## src/rtl/pwm_mem_multi.sv

```systemverilog
// Multi-channel PWM block with bus-written shadow registers, committed at period wrap.
// Optional readback port enabled by defining PWM_MEM_READBACK_EN.
module pwm_mem_multi #(
  parameter int N_CH      = 4,
  parameter int CNT_W     = 16,
  parameter int PRESC_DIV = 1000,
  parameter int ADDR_W    = 5
) (
  input  logic              sysclk,
  input  logic              i_rst,
  input  logic              i_cs,
  input  logic              i_we,
  input  logic [ADDR_W-1:0] i_addr,
  input  logic [7:0]        i_wdata,
  output logic [N_CH-1:0]   o_pwm,
  output logic [N_CH-1:0]   o_period_end
`ifdef PWM_MEM_READBACK_EN
  ,
  output logic [7:0]        o_rdata
`endif
);

  localparam int PW = (PRESC_DIV > 1) ? $clog2(PRESC_DIV) : 1;

  logic [PW-1:0]    r_presc;
  logic [N_CH-1:0]  r_ctrl;
  logic [CNT_W-1:0] r_duty_sh  [N_CH];
  logic [CNT_W-1:0] r_per_sh   [N_CH];
  logic [CNT_W-1:0] r_duty_act [N_CH];
  logic [CNT_W-1:0] r_per_act  [N_CH];
  logic [CNT_W-1:0] r_cnt      [N_CH];

  logic              w_tick;
  logic              w_wr;
  logic              w_ch_hit;
  logic              w_ctrl_hit;
  logic [ADDR_W-3:0] w_ch;

  assign w_tick     = (r_presc == PW'(PRESC_DIV - 1));
  assign w_wr       = i_cs & i_we;
  assign w_ch_hit   = (i_addr < ADDR_W'(4 * N_CH));
  assign w_ctrl_hit = (i_addr == ADDR_W'(4 * N_CH));
  assign w_ch       = i_addr[ADDR_W-1:2];

  always_ff @(posedge sysclk) begin
    if (i_rst) begin
      r_presc      <= '0;
      r_ctrl       <= '0;
      o_pwm        <= '0;
      o_period_end <= '0;
      for (int c = 0; c < N_CH; c++) begin
        r_duty_sh[c]  <= '0;
        r_per_sh[c]   <= '0;
        r_duty_act[c] <= '0;
        r_per_act[c]  <= '0;
        r_cnt[c]      <= '0;
      end
    end else begin
      r_presc <= w_tick ? '0 : r_presc + PW'(1);
      if (w_wr && w_ctrl_hit)
        r_ctrl <= i_wdata[N_CH-1:0];
      for (int c = 0; c < N_CH; c++) begin
        o_period_end[c] <= 1'b0;
        if (w_wr && w_ch_hit && w_ch == (ADDR_W-2)'(c)) begin
          unique case (i_addr[1:0])
            2'd0: r_duty_sh[c][7:0]       <= i_wdata;
            2'd1: r_duty_sh[c][CNT_W-1:8] <= i_wdata[CNT_W-9:0];
            2'd2: r_per_sh[c][7:0]        <= i_wdata;
            2'd3: r_per_sh[c][CNT_W-1:8]  <= i_wdata[CNT_W-9:0];
          endcase
        end
        // Commits read the shadow before any same-cycle write lands
        if (!r_ctrl[c]) begin
          r_cnt[c]      <= '0;
          r_duty_act[c] <= r_duty_sh[c];
          r_per_act[c]  <= r_per_sh[c];
        end else if (w_tick) begin
          if (r_per_act[c] == '0) begin
            r_cnt[c]      <= '0;
            r_duty_act[c] <= r_duty_sh[c];
            r_per_act[c]  <= r_per_sh[c];
          end else if (r_cnt[c] == r_per_act[c] - CNT_W'(1)) begin
            r_cnt[c]        <= '0;
            r_duty_act[c]   <= r_duty_sh[c];
            r_per_act[c]    <= r_per_sh[c];
            o_period_end[c] <= 1'b1;
          end else begin
            r_cnt[c] <= r_cnt[c] + CNT_W'(1);
          end
        end
        o_pwm[c] <= r_ctrl[c] && (r_per_act[c] != '0) &&
                    (r_cnt[c] < r_duty_act[c]);
      end
    end
  end

`ifdef PWM_MEM_READBACK_EN
  logic [7:0] w_rbyte;

  always_comb begin
    w_rbyte = 8'h00;
    if (w_ctrl_hit) begin
      w_rbyte[N_CH-1:0] = r_ctrl;
    end else if (w_ch_hit) begin
      for (int c = 0; c < N_CH; c++) begin
        if (w_ch == (ADDR_W-2)'(c)) begin
          unique case (i_addr[1:0])
            2'd0: w_rbyte             = r_duty_sh[c][7:0];
            2'd1: w_rbyte[CNT_W-9:0]  = r_duty_sh[c][CNT_W-1:8];
            2'd2: w_rbyte             = r_per_sh[c][7:0];
            2'd3: w_rbyte[CNT_W-9:0]  = r_per_sh[c][CNT_W-1:8];
          endcase
        end
      end
    end
  end

  always_ff @(posedge sysclk) begin
    if (i_rst)
      o_rdata <= 8'h00;
    else if (i_cs && !i_we)
      o_rdata <= w_rbyte;
  end
`endif

endmodule

```

## config.mk

```make
export PLATFORM = sky130hd
export DESIGN_NAME = pwm_mem_multi
export DESIGN_NICKNAME = d
export VERILOG_FILES = /design/src/rtl/pwm_mem_multi.sv
export SDC_FILE = /design/constraint.sdc
export NUM_CORES = 1
export LEC_CHECK = 0
export CORE_MARGIN = 5
export CORE_UTILIZATION = 63
export DETAILED_ROUTE_END_ITERATION = 10
export PLACE_DENSITY_LB_ADDON = 0.05
export SLEW_MARGIN = 20
export SYNTH_ARGS = -nofsm -noshare
export SYNTH_HDL_FRONTEND = slang
export SYNTH_SLANG_ARGS = --single-unit
```

## constraint.sdc

```tcl
create_clock -name sysclk -period 14.15 [get_ports sysclk]
set_input_delay 2.83 -clock sysclk [delete_from_list [all_inputs] [get_ports sysclk]]
set_output_delay 2.83 -clock sysclk [all_outputs]
set_load 0.05 [all_outputs]
```

; Yosys cells after proc, flatten, opt, wreduce, memory -nomap -nowiden
; Memories as Yosys holds them, arrays and structs flattened.
; Index checks and enable logic that the tools add are counted.
[word_totals]
ramBits = 320
ff_bits = 22
elab_cells = 307
n_memories = 5
inputBits = 17
[op_classes]
n_mux = 190
n_addsub = 9
eq_ne = 12
n_reduce_logical = 25
bitwise = 57
n_lt_le_gt_ge = 5
[mem_list]
columns = name, words, width, read_ports, rd_ports_with_merged_regs, wr, line_no
row1 = r_cnt, 4, 16, 4, 0, 4, 31  ; logic [CNT_W-1:0] r_cnt [N_CH];
row2 = r_duty_act, 4, 16, 4, 0, 4, 29  ; logic [CNT_W-1:0] r_duty_act [N_CH];
row3 = r_duty_sh, 4, 16, 4, 0, 4, 27  ; logic [CNT_W-1:0] r_duty_sh [N_CH];
row4 = r_per_act, 4, 16, 4, 0, 4, 30  ; logic [CNT_W-1:0] r_per_act [N_CH];
row5 = r_per_sh, 4, 16, 4, 0, 4, 28  ; logic [CNT_W-1:0] r_per_sh [N_CH];
[ops]
columns = cell, count
row1 = 16-bit 2-to-1 mux, 40
row2 = 1-bit 2-to-1 mux, 134
row3 = 8-bit 2-to-1 mux, 16
row4 = "16-bit by 1-bit adder with 16-bit output, second input constant", 4
row5 = 16-bit == test, 4
row6 = 16-bit logical NOT, 4
row7 = 16-bit < comparator, 4
row8 = 16-bit nonzero test, 4
row9 = "16-bit by 1-bit subtractor with 16-bit output, second input constant", 4
row10 = 1-bit OR, 56
row11 = 1-bit logical AND, 14
row12 = "10-bit by 1-bit adder with 10-bit output, second input constant", 1
row13 = "10-bit == test, second input constant", 1
row14 = "3-bit by 2-bit == test with 1-bit output, second input constant", 2
row15 = "5-bit == test, second input constant", 1
row16 = "5-bit < comparator, second input constant", 1
row17 = "2-bit == test, second input constant", 2
row18 = "3-bit by 1-bit == test with 1-bit output, second input constant", 1
row19 = 3-bit logical NOT, 1
row20 = "2-bit by 1-bit == test with 1-bit output, second input constant", 1
row21 = 2-bit logical NOT, 1
row22 = 2-bit OR reduction, 1
row23 = 1-bit AND, 1

; Depth between registers and ports, before layout
; Gate-level depths: netlist (run 1).
; An unclocked memory read counts as a cell.
[logic_depth]
ltp_word = 11
depth_mapped = 11
mapped_depth_nobuf = 9

; Worst setup path after synthesis (run 1)
; Ideal clock, no wire load.
[synth_timing]
path_kind = input-to-reg
start = in i_rst
end = mem r_duty_act[2][0], enable pin
n_path_buf = 2
arrival_time_ns = 6.354
cell_stages = 5
path_slack_ns = 7.326
path_cell_list = clkbuf_1 > clkbuf_1 > a21oi_1 > nand2_1 > a21boi_0
[synth_lines]
columns = element, line_no
row1 = "start, declared", 10  ; input logic i_rst,
row2 = "end, declared", 29

==> results of run 1 <==
-- synthesized netlist by cell type, types with 28 or more instances --
library cell	count	area (sq um)
a22oi_1	33	248
nand3_1	104	521
nor2_1	169	634
a21boi_0	35	263
inv_1	113	424
a21oi_2	31	272
nor3b_1	37	278
clkbuf_1	68	255
ha_1	69	863
nand2_1	84	315
and2_1	134	838
edfxtp_1	320	9610
a21o_1	28	210
xor2_1	56	490
xnor2_1	79	692
o21ai_0	38	190
-- layout by cell type (no fill, tap or decap), drive strengths merged, types with 20 or more instances in the layout --
cell type	Yosys	routed
nand2	84	84
nor3	25	25
a21boi	35	35
ha	69	69
dfxtp	22	22
edfxtp	320	320
and3	20	20
clkdlybuf4s50	0	23
inv	113	114
a21o	28	28
nor3b	37	37
a22oi	33	33
o21ai	39	39
nand4	26	26
clkbuf	68	41
xnor2	79	79
and2	134	134
xor2	56	56
nand3	104	104
a21oi	56	56
nor2	169	169
-- state kept, by name, indices dropped and copies added, names as in the netlist --
register,flops
r_duty_sh,64
r_presc,10
r_per_sh,64
o_period_end,4
r_duty_act,64
o_pwm,4
r_ctrl,4
r_cnt,64
r_per_act,64
-- through the flow --
step,hold slack [ps],cell area (sq um),power (W),std cells,setup slack [ps]
after floorplan,430,18800,0.00130,1732,7330
after global placement,444,19300,0.00134,2078,8750
after detailed placement,457,19300,0.00134,2078,8670
after CTS,468,20500,0.00227,2141,9160
after global routing,492,20500,0.00234,2142,8990
final,470,20500,0.00225,2142,9190
-- cell type report --
class	instances	area (sq um)	area share, %
Sequential cell	342	10000	49.0
Multi-Input combinational cell	1195	8030	39.2
Clock buffer	41	941	4.59
Tap cell	390	488	2.38
Inverter	113	424	2.07
Timing Repair Buffer	39	352	1.71
Clock inverter	22	220	1.07
-- report_power, final --
part | internal [W] | leakage [nW] | switching (W)
Sequential | 0.00115 | 3.67 | 0.0000264
Combinational | 0.0000602 | 3.68 | 0.0000912
Clock | 0.000551 | 0.559 | 0.000379
Total | 0.00176 | 7.90 | 0.000497
-- worst paths after layout --
| kind | cells after the start | slack (ps) | startpoint | to |
|---|---|---|---|---|
| min | 1 | 470 | r_presc[0] | r_presc[0] |
| max | 5 | 9190 | i_rst | r_duty_act[2][2] |
| max reg2reg | 10 | 9610 | r_per_act[1][0] | r_duty_act[1][0] |
| min reg2reg | 1 | 470 | r_presc[0] | r_presc[0] |
-- cell families after synthesis --
kind of cell | count (synthesis) | share of synthesized area, %
and+or+nand+nor | 723 | 21.1
DFF | 342 | 53.4
AOI/OAI and AO/OA | 256 | 9.74
buffers and inverters | 195 | 4.18
xor gates and xnor gates | 135 | 6.28
adders and majority gates | 69 | 4.59
muxes | 12 | 0.711
-- routing by layer --
layer | routed length [um] | vias up
met1 | 17200 | 6044
li1 | - | 6229
met5 | 0 | -
met3 | 1740 | 66
met2 | 18500 | 291
met4 | 835 | 0
==> reports/results.ini, run 1 <==
[sta]
clock.fmax_mhz = 202
rsz0062_at_grt = false
max_slew_margin_pct = 26.1
worstMarginPinSlew_ps = 1100
final-setup-viol-count = 0
period_needed_ps = 4960
post-route-period-util_pct = 35.1
fin_skew_ps = 18.7
hold_viol = 0
drv_slew = 0
setup_tns_ps = 0

[clock_network]
cts_tree = built
post_cts_resized = 0
clockRootBuffer = clkbuf_16
insertion_delay_ps = 520
clk_pin_slew_worst_paths_ps = 60
cts_buffer_depth = 3
numCtsBuffers = 36
cts_sinks = 342
postCtsSetupRepairBufs = 0
cts_hold_buf = 0
h-tree-depth = 2

[layout]
layout.nets = 1813
drive_above_1_share_pct = 7.59
diodes = 0
fill_cells = 2199
fin_util_pct = 69.4
area_delta_synth_final_pct = 8.98

[logic_synthesis]
synth_ff_type = edfxtp_1
synth.distinct_cells = 73
ys_seq_area_share_pct = 53.4
ys_ff_latch = 342
synth_edf_count = 320
ys_warn_count = 0
async_flop_share_pct = 0
synth_cells = 1732
avgSynthCellArea_sq_um = 10.9
syn_area_sq_mm = 0.0188
syn_nets = 1818

[placed_design]
place_congestion = 0.874
dpl.hpwl_mm = 26.3
portBuffers = 24

[status]
outcome = complete, no violations

[grt]
grt_max_degree = 57
globalRouteMet3Util_pct = 3.09
grt_pass1_vias = 12135
grtUsageMet1_pct = 31.7
grt_pass1_wl_mm = 62.2
antenna_found_initial = 1
grt_use_met2_pct = 38.1
busiest_layer = met2
grt.total_usage_pct = 22.8
grt-ovfl-total = 0

[die]
die_y_um = 183
die_w_um = 183
die_area_sq_mm = 0.0334
core_sq_mm = 0.0296
start_util_pct = 63.7
ios = 25
rows = 63

[route]
firstDrtPassIters = 6
vias = 12630
viasPerCell = 5.90
routed_wl_mm = 38.2
initialDrtViolationCount = 986
detail-route-antenna-nets = 0
wl_per_cell_um = 17.8
drc = 0

[power_and_ir_drop]
ir_drop_uv = 104
leakage_nw = 7.90
p_per_area_mw_per_mm2 = 110

[run]
max-cap-violations = 0

[worst_setup_path]
crit_family = buffers and inverters
setup.worst_path.end_class = flop
cp_slowest_stage_delay_ps = 710
start_kind = primary input
crit_path_cell_trace = buf_2, a21oi_1, nand2_1, a21boi_2, buf_4
path_class = in -> reg
path_max_fanout = 49
cp_slowest_cell = buf_2
crit_required_ps = 14330
cp_num_buf_inv = 2
arrival_ps = 5140

[min_path]
hold_path.class = reg -> reg

(Power assumes the default switching activity.)
==> run 2, diff against run 1 <==
Settings changed: CORE_UTILIZATION 63 to 57.
Clock period 14.15 ns to 4.35 ns, I/O delays scaled along.
==> reports/results.ini, run 2 (same netlist as run 1, synthesis figures left out) <==
[sta]
clock.fmax_mhz = 287
fin_skew_ps = 16.2
max_slew_margin_pct = 26.1
post-route-period-util_pct = 80.2
timing.hold.ws_ps = 491
worstMarginPinSlew_ps = 1110
setup_ws_ps = 861
final-setup-viol-count = 0
setup_tns_ps = 0
rsz0062_at_grt = false
hold_viol = 0
period_needed_ps = 3490
drv_slew = 0

[clock_network]
postCtsSetupRepairBufs = 0
clk_pin_slew_worst_paths_ps = 60
cts_tree = built
insertion_delay_ps = 530
cts_sinks = 342
h-tree-depth = 2
numCtsBuffers = 37
cts_buffer_depth = 3
cts_hold_buf = 0
clockRootBuffer = clkbuf_16
post_cts_resized = 0

[die]
die_y_um = 192
die_area_sq_mm = 0.0367
start_util_pct = 57.8
core_sq_mm = 0.0325
die_w_um = 192
ios = 25
rows = 66

[placed_design]
portBuffers = 24
placedCellCount = 2153
dp_slack_ps = 873
place_congestion = 0.884
dpl.hpwl_mm = 27.4

[grt]
grt.total_usage_pct = 22.1
grt_max_degree = 50
antenna_found_initial = 0
grt-ovfl-total = 0
grt_pass1_wl_mm = 65.1
grt_pass1_vias = 12357

[layout]
drive_above_1_share_pct = 8.61
fill_cells = 2621
layout.nets = 1836
area_delta_synth_final_pct = 10.2
mostFrequentLayoutCells = edfxtp_1 (320), nor2_1 (168), and2_1 (134), inv_1 (113), nand3_1 (104)
layout.cells.non_filler = 2220
layout_commonest_cell = edfxtp_1

[route]
drc = 0
initialDrtViolationCount = 734
routed_wl_mm = 40.4
vias = 12727
detail-route-antenna-nets = 0
wl_per_cell_um = 18.2
firstDrtPassIters = 6
viasPerCell = 5.73

[power_and_ir_drop]
leakage_nw = 8.02
p_per_area_mw_per_mm2 = 355
ir_drop_uv = 355

[worst_setup_path]
reg2reg_depth = 8
setup.worst_path.end_class = flop
path_max_fanout = 32
path_class = reg -> reg
arrival_ps = 3670
crit_required_ps = 4530
start_kind = flop

[min_path]
whs_path_depth = 1
hold_path.class = reg -> reg

[run]
max-cap-violations = 0

[status]
outcome = complete, no violations

## run 2: cell count changes in the layout (fill, tap and decap cells not counted), moves of 2 or more
cell        delta
bufinv_16      -3
clkbuf_8       +5
buf_4         +23
clkinvlp_4     -2
clkinv_1       -2
o21ai_1        -3
o31ai_2        -2
o21ai_0        +4
clkbuf_1       +3
o31ai_1        +2
clkbuf_16      +2
## run 2: stage by stage
step	instance area [sq um]	utilization, %	total power (W)
5_1_grt	20700	63.7	0.00762
3_3_place_gp	19600	60.1	0.00437
3_5_place_dp	19600	60.1	0.00439
4_1_cts	20700	63.7	0.00742
6_report	20700	63.7	0.00736
2_1_floorplan	18800	-	0.00422
## run 2: layer usage
metal | GRT usage, % | vias up | share of wire (%)
met2 | 37.5 | 335 | 48
met4 | 6.27 | 0 | 2.4
met1 | 30.2 | 6051 | 45
met5 | 0 | - | 0
li1 | - | 6266 | -
met3 | 2.78 | 75 | 4.7
## run 2: where the power goes
part / total (W) / internal (W) / switching, W
Clock: 0.00303 / 0.00178 / 0.00125
Combinational: 0.000512 / 0.000206 / 0.000306
Sequential: 0.00381 / 0.00372 / 0.0000869
## run 2: critical path, cell delays in order (launching register included)
cell and delay (ps):
edfxtp_1 450, or4_4 550, or2_1 330, or3_1 370, or4_4 490, a21oi_2 190
nand4_4 100, a32oi_2 230, buf_4 410
## run 2: layout make-up
cell class | count | area [sq um] | area share, %
Tap cell | 442 | 553 | 2.67
Sequential cell | 342 | 10000 | 48.5
Inverter | 113 | 424 | 2.05
Clock buffer | 51 | 1070 | 5.17
Antenna cell | 1 | 2.50 | 0.0121
Timing Repair Buffer | 61 | 513 | 2.47
Clock inverter | 15 | 104 | 0.501
Multi-Input combinational cell | 1195 | 8010 | 38.7
## run 2: worst paths after layout
kind / startpoint / endpoint / slack (ps)
max: r_per_act[1][0] / r_duty_act[1][0] / 860
min: r_presc[0] / r_presc[0] / 490
max reg2reg: r_per_act[1][0] / r_duty_act[1][0] / 860
min reg2reg: r_presc[0] / r_presc[0] / 490
